[config.mk]
export PLATFORM = sky130hd
export DESIGN_NAME = nco_slot_scheduler_flat
export DESIGN_NICKNAME = d
export VERILOG_FILES = /design/src/rtl/nco_slot_scheduler_pkg.sv /design/src/rtl/nco_slot_scheduler_if.sv /design/src/rtl/nco_pitch_table.sv /design/src/rtl/nco_slot_scheduler.sv /design/src/flat_wrapper.sv
export SDC_FILE = /design/constraint.sdc
export NUM_CORES = 1
export LEC_CHECK = 0
export ABC_CLOCK_PERIOD_IN_PS = 8850
export BUFFER_PORTS_ARGS = -buffer_cell sky130_fd_sc_hd__buf_4
export CAP_MARGIN = 20
export CORE_ASPECT_RATIO = 0.6
export CORE_MARGIN = 10
export CORE_UTILIZATION = 50
export CTS_CLUSTER_DIAMETER = 60
export DETAILED_ROUTE_END_ITERATION = 16
export MAX_ROUTING_LAYER = met4
export PLACE_DENSITY = 0.66
export SLEW_MARGIN = 10
export SYNTH_ARGS = -nofsm -noshare
export SYNTH_HDL_FRONTEND = slang
export SYNTH_SLANG_ARGS = --single-unit
export TNS_END_PERCENT = 30
[constraint.sdc]
create_clock -name OSC_CLK -period 8.85 [get_ports OSC_CLK]
set_input_delay 2.2125 -clock OSC_CLK [delete_from_list [all_inputs] [get_ports OSC_CLK]]
set_output_delay 2.2125 -clock OSC_CLK [all_outputs]
set_load 0.01 [all_outputs]
[src/rtl/nco_slot_scheduler_pkg.sv]
// Shared types and constants for the NCO slot scheduler and its pitch table.
package nco_slot_scheduler_pkg;

   localparam int unsigned PITCH_W = 24;
   localparam int unsigned VX_W    = 3;
   localparam int unsigned OX_W    = 2;

   typedef struct packed {
      logic [VX_W-1:0] vx;
      logic [OX_W-1:0] ox;
   } slot_idx_t;

   typedef enum logic [1:0] {
      StIdle  = 2'd0,
      StRun   = 2'd1,
      StDrain = 2'd2
   } state_e;

   function automatic int unsigned slot_count(int unsigned voices, int unsigned v_osc);
      return voices * v_osc;
   endfunction

endpackage

[src/rtl/nco_slot_scheduler_if.sv]
// Host-side pitch/sync inputs and NCO-side slot outputs of the scheduler.
interface nco_slot_scheduler_if #(
   parameter int unsigned V_WIDTH = 3,
   parameter int unsigned O_WIDTH = 2
);

   logic                                      iEN;
   logic                                      iPITCH_WE;
   logic [V_WIDTH-1:0]                        iPITCH_VX;
   logic [O_WIDTH-1:0]                        iPITCH_OX;
   logic [nco_slot_scheduler_pkg::PITCH_W-1:0] iPITCH_VAL;
   logic                                      iSYNC_VALID;
   logic [V_WIDTH-1:0]                        iSYNC_VX;
   logic                                      oSYNC_READY;
   logic [V_WIDTH-1:0]                        oVX;
   logic [O_WIDTH-1:0]                        oOX;
   logic [nco_slot_scheduler_pkg::PITCH_W-1:0] oPITCH;
   logic                                      oZERO;
   logic                                      oSLOT_VALID;
   logic                                      oFRAME_START;
   logic                                      oBUSY;

   modport master (
      output iEN, iPITCH_WE, iPITCH_VX, iPITCH_OX, iPITCH_VAL, iSYNC_VALID, iSYNC_VX,
      input  oSYNC_READY, oVX, oOX, oPITCH, oZERO, oSLOT_VALID, oFRAME_START, oBUSY
   );

   modport slave (
      input  iEN, iPITCH_WE, iPITCH_VX, iPITCH_OX, iPITCH_VAL, iSYNC_VALID, iSYNC_VX,
      output oSYNC_READY, oVX, oOX, oPITCH, oZERO, oSLOT_VALID, oFRAME_START, oBUSY
   );

endinterface

[src/rtl/nco_pitch_table.sv]
// Per-slot pitch increment storage: one synchronous write port, one combinational read port.
module nco_pitch_table
   import nco_slot_scheduler_pkg::*;
#(
   parameter int unsigned VOICES  = 8,
   parameter int unsigned V_OSC   = 4,
   parameter int unsigned V_WIDTH = 3,
   parameter int unsigned O_WIDTH = 2
) (
   input  logic               OSC_CLK,
   input  logic               reg_reset,
   input  logic               wr_en,
   input  logic [V_WIDTH-1:0] wr_vx,
   input  logic [O_WIDTH-1:0] wr_ox,
   input  logic [PITCH_W-1:0] wr_val,
   input  logic [V_WIDTH-1:0] rd_vx,
   input  logic [O_WIDTH-1:0] rd_ox,
   output logic [PITCH_W-1:0] rd_val
);

   localparam int unsigned DEPTH = slot_count(VOICES, V_OSC);
   localparam int unsigned AW    = (DEPTH > 1) ? $clog2(DEPTH) : 1;

   logic [PITCH_W-1:0] mem_q [DEPTH];
   logic [AW-1:0]      wr_addr;
   logic [AW-1:0]      rd_addr;

   assign wr_addr = AW'(wr_vx) * AW'(V_OSC) + AW'(wr_ox);
   assign rd_addr = AW'(rd_vx) * AW'(V_OSC) + AW'(rd_ox);

   // Reads see the pre-edge contents, so a same-cycle write is not forwarded.
   assign rd_val = mem_q[rd_addr];

   always_ff @(posedge OSC_CLK) begin
      if (reg_reset) begin
         for (int i = 0; i < DEPTH; i++) begin
            mem_q[i] <= '0;
         end
      end else if (wr_en) begin
         mem_q[wr_addr] <= wr_val;
      end
   end

endmodule

[src/rtl/nco_slot_scheduler.sv]
// Round-robin slot walker for the NCO accumulator bank, with frame-aligned
// conversion of note-on sync requests into per-voice accumulator-zero flags.
module nco_slot_scheduler
   import nco_slot_scheduler_pkg::*;
#(
   parameter int unsigned VOICES      = 8,
   parameter int unsigned V_OSC       = 4,
   parameter int unsigned V_WIDTH     = 3,
   parameter int unsigned O_WIDTH     = 2,
   parameter int unsigned SLOT_CYCLES = 4
) (
   input logic                 OSC_CLK,
   input logic                 iRST,
   nco_slot_scheduler_if.slave bus
);

   localparam int unsigned PW = (SLOT_CYCLES > 1) ? $clog2(SLOT_CYCLES) : 1;
   localparam logic [PW-1:0]      PRESC_LAST = PW'(SLOT_CYCLES - 1);
   localparam logic [V_WIDTH-1:0] VX_LAST    = V_WIDTH'(VOICES - 1);
   localparam logic [O_WIDTH-1:0] OX_LAST    = O_WIDTH'(V_OSC - 1);

   state_e             st_q, st_d;
   logic [PW-1:0]      presc_q, presc_d;
   slot_idx_t          slot_q, slot_d, slot_nxt, rd_slot;
   logic [PITCH_W-1:0] pitch_q, pitch_d, rd_pitch;
   logic [VOICES-1:0]  pend_q, pend_d;
   logic               zero_q, zero_d;
   logic               valid_q, valid_d;
   logic               fstart_q, fstart_d;
   logic               busy_q;
   logic               ready_q;
   logic               presc_last, frame_last, load, go_idle;

   assign presc_last = (presc_q == PRESC_LAST);
   assign frame_last = (slot_q.vx == VX_LAST) && (slot_q.ox == OX_LAST);

   always_comb begin
      slot_nxt = slot_q;
      if (slot_q.ox == OX_LAST) begin
         slot_nxt.ox = '0;
         slot_nxt.vx = (slot_q.vx == VX_LAST) ? '0 : slot_q.vx + 1'b1;
      end else begin
         slot_nxt.ox = slot_q.ox + 1'b1;
      end
   end

   // Table address for whichever slot is about to be loaded.
   assign rd_slot = (st_q == StIdle) ? '0 : slot_nxt;

   nco_pitch_table #(
      .VOICES  (VOICES),
      .V_OSC   (V_OSC),
      .V_WIDTH (V_WIDTH),
      .O_WIDTH (O_WIDTH)
   ) u_pitch_table (
      .OSC_CLK   (OSC_CLK),
      .reg_reset (iRST),
      .wr_en     (bus.iPITCH_WE),
      .wr_vx     (bus.iPITCH_VX),
      .wr_ox     (bus.iPITCH_OX),
      .wr_val    (bus.iPITCH_VAL),
      .rd_vx     (rd_slot.vx),
      .rd_ox     (rd_slot.ox),
      .rd_val    (rd_pitch)
   );

   always_comb begin
      st_d     = st_q;
      presc_d  = presc_q;
      slot_d   = slot_q;
      pitch_d  = pitch_q;
      zero_d   = zero_q;
      pend_d   = pend_q;
      valid_d  = 1'b0;
      fstart_d = 1'b0;
      load     = 1'b0;
      go_idle  = 1'b0;

      unique case (st_q)
         StIdle: begin
            if (bus.iEN) begin
               st_d   = StRun;
               slot_d = '0;
               load   = 1'b1;
            end
         end
         StRun: begin
            if (!bus.iEN) st_d = StDrain;
            if (presc_last) begin
               slot_d = slot_nxt;
               load   = 1'b1;
            end else begin
               presc_d = presc_q + 1'b1;
            end
         end
         StDrain: begin
            if (bus.iEN) st_d = StRun;
            if (presc_last && frame_last && !bus.iEN) begin
               st_d    = StIdle;
               go_idle = 1'b1;
            end else if (presc_last) begin
               slot_d = slot_nxt;
               load   = 1'b1;
            end else begin
               presc_d = presc_q + 1'b1;
            end
         end
         default: st_d = StIdle;
      endcase

      if (load) begin
         presc_d  = '0;
         valid_d  = 1'b1;
         fstart_d = (slot_d == '0);
         pitch_d  = rd_pitch;
         // Arm once per voice on its first oscillator; held until the voice's last slot ends.
         if (slot_d.ox == '0) begin
            zero_d              = pend_q[slot_d.vx];
            pend_d[slot_d.vx]   = 1'b0;
         end
      end

      if (go_idle) begin
         presc_d = '0;
         slot_d  = '0;
         pitch_d = '0;
         zero_d  = 1'b0;
      end

      // Applied after the consume so a same-cycle request re-arms for the next frame.
      if (bus.iSYNC_VALID && ready_q) pend_d[bus.iSYNC_VX] = 1'b1;
   end

   always_ff @(posedge OSC_CLK) begin
      if (iRST) begin
         st_q     <= StIdle;
         presc_q  <= '0;
         slot_q   <= '0;
         pitch_q  <= '0;
         pend_q   <= '0;
         zero_q   <= 1'b0;
         valid_q  <= 1'b0;
         fstart_q <= 1'b0;
         busy_q   <= 1'b0;
         ready_q  <= 1'b0;
      end else begin
         st_q     <= st_d;
         presc_q  <= presc_d;
         slot_q   <= slot_d;
         pitch_q  <= pitch_d;
         pend_q   <= pend_d;
         zero_q   <= zero_d;
         valid_q  <= valid_d;
         fstart_q <= fstart_d;
         busy_q   <= (st_d != StIdle);
         ready_q  <= 1'b1;
      end
   end

   assign bus.oSYNC_READY  = ready_q;
   assign bus.oVX          = slot_q.vx;
   assign bus.oOX          = slot_q.ox;
   assign bus.oPITCH       = pitch_q;
   assign bus.oZERO        = zero_q;
   assign bus.oSLOT_VALID  = valid_q;
   assign bus.oFRAME_START = fstart_q;
   assign bus.oBUSY        = busy_q;

endmodule

[src/flat_wrapper.sv]
// flat-port wrapper written by rule: the top's interface ports become plain ports
module nco_slot_scheduler_flat import nco_slot_scheduler_pkg::*;
#(
   parameter int unsigned VOICES      = 8,
   parameter int unsigned V_OSC       = 4,
   parameter int unsigned V_WIDTH     = 3,
   parameter int unsigned O_WIDTH     = 2,
   parameter int unsigned SLOT_CYCLES = 4
)
  (OSC_CLK, iRST, bus_iEN, bus_iPITCH_WE, bus_iPITCH_VX, bus_iPITCH_OX, bus_iPITCH_VAL, bus_iSYNC_VALID, bus_iSYNC_VX, bus_oSYNC_READY, bus_oVX, bus_oOX, bus_oPITCH, bus_oZERO, bus_oSLOT_VALID, bus_oFRAME_START, bus_oBUSY);
  nco_slot_scheduler_if #(.V_WIDTH(V_WIDTH), .O_WIDTH(O_WIDTH)) bus_i ();
  input logic OSC_CLK;
  input logic iRST;
  input wire logic [$bits(bus_i.iEN)-1:0] bus_iEN;
  input wire logic [$bits(bus_i.iPITCH_WE)-1:0] bus_iPITCH_WE;
  input wire logic [$bits(bus_i.iPITCH_VX)-1:0] bus_iPITCH_VX;
  input wire logic [$bits(bus_i.iPITCH_OX)-1:0] bus_iPITCH_OX;
  input wire logic [$bits(bus_i.iPITCH_VAL)-1:0] bus_iPITCH_VAL;
  input wire logic [$bits(bus_i.iSYNC_VALID)-1:0] bus_iSYNC_VALID;
  input wire logic [$bits(bus_i.iSYNC_VX)-1:0] bus_iSYNC_VX;
  output wire logic [$bits(bus_i.oSYNC_READY)-1:0] bus_oSYNC_READY;
  output wire logic [$bits(bus_i.oVX)-1:0] bus_oVX;
  output wire logic [$bits(bus_i.oOX)-1:0] bus_oOX;
  output wire logic [$bits(bus_i.oPITCH)-1:0] bus_oPITCH;
  output wire logic [$bits(bus_i.oZERO)-1:0] bus_oZERO;
  output wire logic [$bits(bus_i.oSLOT_VALID)-1:0] bus_oSLOT_VALID;
  output wire logic [$bits(bus_i.oFRAME_START)-1:0] bus_oFRAME_START;
  output wire logic [$bits(bus_i.oBUSY)-1:0] bus_oBUSY;
  assign bus_i.iEN = bus_iEN;
  assign bus_i.iPITCH_WE = bus_iPITCH_WE;
  assign bus_i.iPITCH_VX = bus_iPITCH_VX;
  assign bus_i.iPITCH_OX = bus_iPITCH_OX;
  assign bus_i.iPITCH_VAL = bus_iPITCH_VAL;
  assign bus_i.iSYNC_VALID = bus_iSYNC_VALID;
  assign bus_i.iSYNC_VX = bus_iSYNC_VX;
  assign bus_oSYNC_READY = bus_i.oSYNC_READY;
  assign bus_oVX = bus_i.oVX;
  assign bus_oOX = bus_i.oOX;
  assign bus_oPITCH = bus_i.oPITCH;
  assign bus_oZERO = bus_i.oZERO;
  assign bus_oSLOT_VALID = bus_i.oSLOT_VALID;
  assign bus_oFRAME_START = bus_i.oFRAME_START;
  assign bus_oBUSY = bus_i.oBUSY;
  nco_slot_scheduler #(.VOICES(VOICES), .V_OSC(V_OSC), .V_WIDTH(V_WIDTH), .O_WIDTH(O_WIDTH), .SLOT_CYCLES(SLOT_CYCLES)) u_core (.OSC_CLK(OSC_CLK), .iRST(iRST), .bus(bus_i));
endmodule
==> results of run 1 <==
## placed cells by master (no fill, tap or decap), drive strengths merged, types with 8 or more instances in the layout
cell    count
o32ai      40
nor2b       8
a21oi      75
dfxtp      46
edfxtp    768
nand3      71
and2      771
a21o       24
nor2      104
a211o      20
nand4      10
o22ai      45
a32oi      25
nor3       45
mux4       43
o41ai      19
mux2i      38
inv        10
ha          8
clkbuf     99
o21bai     25
or4        23
o21ai      94
nand2     333
a31oi      46
clkinv     30
a221oi     42
diode       9
buf       145
## path summary, 6_finish.rpt
| check | start | end | slack (ps) | depth (start not counted) |
|---|---|---|---|---|
| worst min-delay path | u_core.pend_q[0] | u_core.pend_q[0] | 460 | 2 |
| worst min register to register | u_core.pend_q[0] | u_core.pend_q[0] | 460 | 2 |
| worst max-delay path | u_core.bus.oOX[0] | u_core.bus.oPITCH[4] | 3710 | 7 |
| worst max register to register | u_core.bus.oOX[0] | u_core.bus.oPITCH[4] | 3710 | 7 |
## layer usage
layer | wire [um] | track usage | up-vias | part of all wire
met5 | 0 | - | - | 0
met2 | 48800 | 0.369 | 2050 | 0.39
met3 | 22500 | 0.126 | 162 | 0.18
li1 | - | - | 11100 | -
met4 | 2860 | 0.0603 | 0 | 0.023
met1 | 52000 | 0.422 | 13300 | 0.41
## critical path: stages (launching register included)
cell,delay (ps)
dfxtp_2,760
ha_2,750
or3b_1,600
a21oi_4,650
buf_12,410
mux4_2,520
o32ai_1,650
o41ai_1,150
## sequential cells by signal, indices dropped and copies added (netlist names), 2 cells and up
register and cells:
u_core.bus.oPITCH 24, u_core.u_pitch_table.mem_q 768, u_core.presc_q 2, u_core.pend_q 8
u_core.bus.oVX 3, u_core.bus.oOX 2, u_core.st_q 2
## layout make-up
cell class	instances	area (um^2)
antenna	9	22.5
clock buffer	99	2040
clock inverter	39	288
fill	6080	33600
inverter	5	18.8
multi-input combinational	1994	12900
sequential	814	24000
tap	1000	1250
timing repair buffer	145	1170
## power by group through the flow
stage	Clock [mW]	Combinational [mW]	Sequential (mW)
2_1_floorplan	0	0.305	4.55
6_report	3.19	0.598	4.51
3_3_place_gp	0	0.568	4.57
3_5_place_dp	0	0.578	4.58
4_1_cts	3.20	0.579	4.50
5_1_grt	3.37	0.618	4.52
## cell families after synthesis
logic type | synth area share
DFF | 0.634
muxes | 0.0357
AOI/OAI and AO/OA | 0.0912
buffers and inverters | 0.0336
adders and majority gates | 0.00265
xor gates and xnor gates | 0.000232
and+or+nand+nor | 0.203
==> summary.txt, run 1 <==
Yosys
  – Synth cell types: 67
  – Area contributors post-synth: edfxtp_1, and2_1, nand2_1
  – Post-synthesis instance total: 3111
  – Warning count from the yosys run: 0
  – Most frequent cell after synthesis: and2_1
  – Area fraction of the dominant cell type after synthesis: 0.610
  – Register area share after synthesis: 0.634
  – Post-synth ARST share: 0
  – Yosys reg bits: 814
  – Avg Inst Size Synth: 12.2 um^2
  – Synth area leader: edfxtp_1
  – Top FF cell, synth: edfxtp_1
  – Mapped Nets: 3156
  – Most common library cells after synthesis: and2_1, edfxtp_1, nand2_1
  – Number of synthesized flops with an enable pin: 768
  – Synthesized area: 37800 um^2

Power and ir drop
  – Logic gate share of total power: 0.072
  – Leak: 14.5 nW
  – Power density cells: 199 nW/um^2
  – Sequential power share: 0.543
  – Switch Pwr: 1.99 mW
  – Worst vdd ir: 0.191 mV
  – Clk pwr share: 0.385
  – Switch share: 0.240
  – Tot Pwr: 8.30 mW
  – Int Pwr: 6.30 mW

Drt
  – WL final: 126000 um
  – Vias: 26600
  – Routed Antenna Nets: 0
  – DRC viols: 0
  – Via density: 6.48
  – First-pass detailed-route iteration total: 6
  – Routed WL per cell: 30.8 um
  – Initial DRC Count: 4780

Clock network
  – CTS tree: done
  – Worst-path clk slew: 70 ps
  – Inserted Clock Buffers: 75
  – Clock Latency Late Sink: 650 ps
  – Root Buffer: clkbuf_16
  – CTS sink cnt: 814
  – Clock Path Buffers: 3
  – Setup bufs post-CTS: 0
  – Hold_buf cts: 0
  – Post-CTS Resized: 0
  – H-Tree Depth: 3

Floorplanning
  – Core area: 75200 um^2
  – Die height: 233 um
  – Initial Util: 0.503
  – Die width: 375 um
  – Die area: 87400 um^2
  – Rows: 78
  – IO Count: 71

Timing
  – Max frequency: 195 MHz
  – RSZ-0062 raised after global routing: no
  – Period utilisation layout: 0.581
  – Relative slew slack: 0.204
  – Final setup viols: 0
  – Final slew viol count: 0
  – Hold_ws: 459 ps
  – Skew final: 25.0 ps
  – Tmin final: 5140 ps
  – Final WS setup: 3710 ps
  – Setup TNS: 0 ps
  – Slew @ Worst Pin: 1190 ps
  – Final hold violations: 0

Global route
  – Global-route wire length before repair: 178000 um
  – Total grt overflow: 0
  – Pin count of the biggest net entering global routing: 124
  – Number of global-route vias before repair: 24400
  – Total track usage: 0.290
  – Initial antenna violation count: 9

Layout
  – Final Non-Filler Cells: 4105
  – Nets: 3080
  – Final instance area: 41600 um^2
  – Layout area overhead: 10.1%
  – Final design utilization: 0.553
  – Share of layout cells above drive strength 1: 0.121

Worst setup path
  – Worst setup EP type: register
  – CP Class: reg2reg
  – Worst-path maximum fanout: 123
  – Setup crit start kind: register
  – Arr. time, crit path: 5640 ps
  – Critical Path RT: 9350 ps

Job
  – Max cap viols: 0

Place
  – Post-place setup slack: 3870 ps
  – Post-DP Area: 39200 um^2
  – Placed cell count: 3955
  – Dpl hpwl: 80700 um
  – Port Buf Inserts: 70
  – GP Congestion: 0.989

Status
  – Status: completed

Min path
  – Worst min path class: reg2reg
(Power assumes the default switching activity.)
==> run 2: changes to the inputs <==
- ABC_CLOCK_PERIOD_IN_PS: 8850 -> 5100
- clock period: 8.85 -> 5.1 ns (I/O delays scaled with it)
==> run 2 against run 1 <==
Compared with the run above: non-clock buffer count increased by 38; clock-buffer cell count is 5 higher; total power is 76% higher; core utilization grew 0.32 points; routed wire length is 2.3% higher; sequential cell count stayed put; first-iteration DRC count shrank 11%; hold slack gained 16 ps; critical path type unchanged; critical endpoint is now u_core.bus.oPITCH[18]; largest cell class unchanged; largest power group unchanged.
==> summary.txt, run 2 (same netlist as run 1, synthesis figures left out) <==
Floorplanning
  – IO Count: 71 (unchanged)
  – Rows: 78 (unchanged)
  – Initial Util: 0.503 (unchanged)
  – Die area: 87400 um^2 (unchanged)
  – Die width: 375 um (unchanged)
  – Core area: 75200 um^2 (unchanged)
  – Die height: 233 um (unchanged)

Global route
  – Total track usage: 0.299 (+0.00884)
  – Initial antenna violation count: 15 (+6)
  – Pin count of the biggest net entering global routing: 82 (-34%)
  – Global-route wire length before repair: 185000 um (+3.4%)
  – Number of global-route vias before repair: 25200 (+3.5%)
  – Total grt overflow: 0 (unchanged)

Place
  – Post-DP Area: 39400 um^2 (+0.43%)
  – Placed cell count: 3995 (+1.0%)
  – Port Buf Inserts: 70 (unchanged)
  – Dpl hpwl: 80600 um (-0.10%)
  – GP Congestion: 1.02 (+2.7%)

Status
  – Status: completed

Worst setup path
  – Crit path cell chain: ha_2 -> buf_4 -> nor3b_1 -> buf_4 -> nor2_4 -> buf_4 -> nand2_1 -> a31oi_1 -> a221oi_1 -> o41ai_1
  – Slowest stage delay, CP: 660 ps (-100 ps)
  – Setup crit start kind: register
  – Slowest CP cell: nor2_4
  – Worst setup EP type: register
  – WP buf/inv: 3 (+2)
  – Critical Path RT: 5650 ps (-3700 ps)
  – CP Class: reg2reg
  – FF-to-FF setup slack: 990 ps (-2720 ps)
  – Worst-path maximum fanout: 42 (-66%)
  – Delay-heaviest family, CP: buffers and inverters
  – CP Launch Point: u_core.bus.oOX[1]
  – Arr. time, crit path: 4660 ps (-980 ps)
  – Worst path most repeated cell: buf_4
  – FF-to-FF Start: u_core.bus.oOX[1]

Job
  – Max cap viols: 0 (unchanged)

Drt
  – First-pass detailed-route iteration total: 8 (+2)
  – Routed Antenna Nets: 0 (unchanged)
  – Routed WL per cell: 31.2 um (+1.3%)
  – Initial DRC Count: 4274 (-11%)
  – DRC viols: 0 (unchanged)
  – Vias: 26700 (+0.32%)
  – Via density: 6.43 (-0.64%)
  – WL final: 129000 um (+2.3%)

Clock network
  – Root Buffer: clkbuf_16
  – Hold_buf cts: 0 (unchanged)
  – Post-CTS Resized: 0 (unchanged)
  – Setup bufs post-CTS: 0 (unchanged)
  – Worst-path clk slew: 60 ps (about the same)
  – Inserted Clock Buffers: 78 (+4.0%)
  – Clock Path Buffers: 3 (unchanged)
  – Clock Latency Late Sink: 660 ps (about the same)
  – H-Tree Depth: 3 (unchanged)
  – CTS sink cnt: 814 (unchanged)
  – CTS tree: done

Layout
  – Commonest cells after routing, fill and taps aside: and2_1, edfxtp_1, nand2_1
  – Layout area overhead: 10.7%
  – Most common cell after layout, fill and taps aside: and2_1
  – Max reg flops: 768 (unchanged)
  – Final instance area: 41900 um^2 (+0.58%)
  – Share of layout cells above drive strength 1: 0.126 (+0.00488)
  – Reg with most FFs: u_core.u_pitch_table.mem_q
  – Final Non-Filler Cells: 4145 (+0.97%)
  – Nets: 3121 (+1.3%)

Timing
  – Slew @ Worst Pin: 1040 ps (-155 ps)
  – Tmin final: 4110 ps (-1030 ps)
  – Final slew viol count: 0 (unchanged)
  – Period utilisation layout: 0.805 (+0.224)
  – Final setup viols: 0 (unchanged)
  – RSZ-0062 raised after global routing: no
  – Final hold violations: 0 (unchanged)
  – Skew final: 28.7 ps (+3.74 ps)
  – Max frequency: 243 MHz (+25%)
  – Setup TNS: 0 ps (unchanged)
  – Relative slew slack: 0.307 (+0.103)

Min path
  – Worst min path class: reg2reg
  – Min-delay src: u_core.pend_q[4]

Power and ir drop
  – Worst vdd ir: 0.227 mV (+19%)
  – Power density cells: 348 nW/um^2 (+75%)
  – Leak: 14.7 nW (+1.5%)
## run 2: area by class of cell
class | count | area [um^2]
antenna | 10 | 25.0
clock buffer | 104 | 2130
clock inverter | 35 | 297
fill | 6164 | 33400
inverter | 5 | 18.8
multi-input combinational | 1994 | 12800
sequential | 814 | 24000
tap | 1000 | 1250
timing repair buffer | 183 | 1410
## run 2: tightest hold or removal path, stage by stage (launching register included)
cell,delay [ps]
dfxtp_1,310
o31ai_1,60
a21oi_1,60
## run 2: metal layers
layer,global-route usage,wire [um]
met1,0.423,53200
met2,0.386,51400
met3,0.128,21200
met4,0.0812,3320
met5,-,0
## run 2: metrics by stage
step	power, mW	util	setup WS (ps)	hold slack (ps)
global placement	8.93	0.524	1190	454
floorplan	8.43	-	778	436
global route	14.9	0.557	834	500
CTS	14.6	0.556	1110	476
finish	14.6	0.557	993	475
detailed placement	8.95	0.524	1130	468
## run 2: path summary, 6_finish.rpt
| check | cells past startpoint | endpoint |
|---|---|---|
| setup / recovery | 10 | u_core.bus.oPITCH[18] |
| hold / removal | 2 | u_core.pend_q[4] |
| setup reg to reg | 10 | u_core.bus.oPITCH[18] |
| hold reg to reg | 2 | u_core.pend_q[4] |
## run 2: power breakdown
part           total [mW]  internal (mW)  switching, mW
sequential           7.80           7.66          0.140
clock                5.72           3.10           2.62
combinational        1.05          0.304          0.745
total                14.6           11.1           3.51
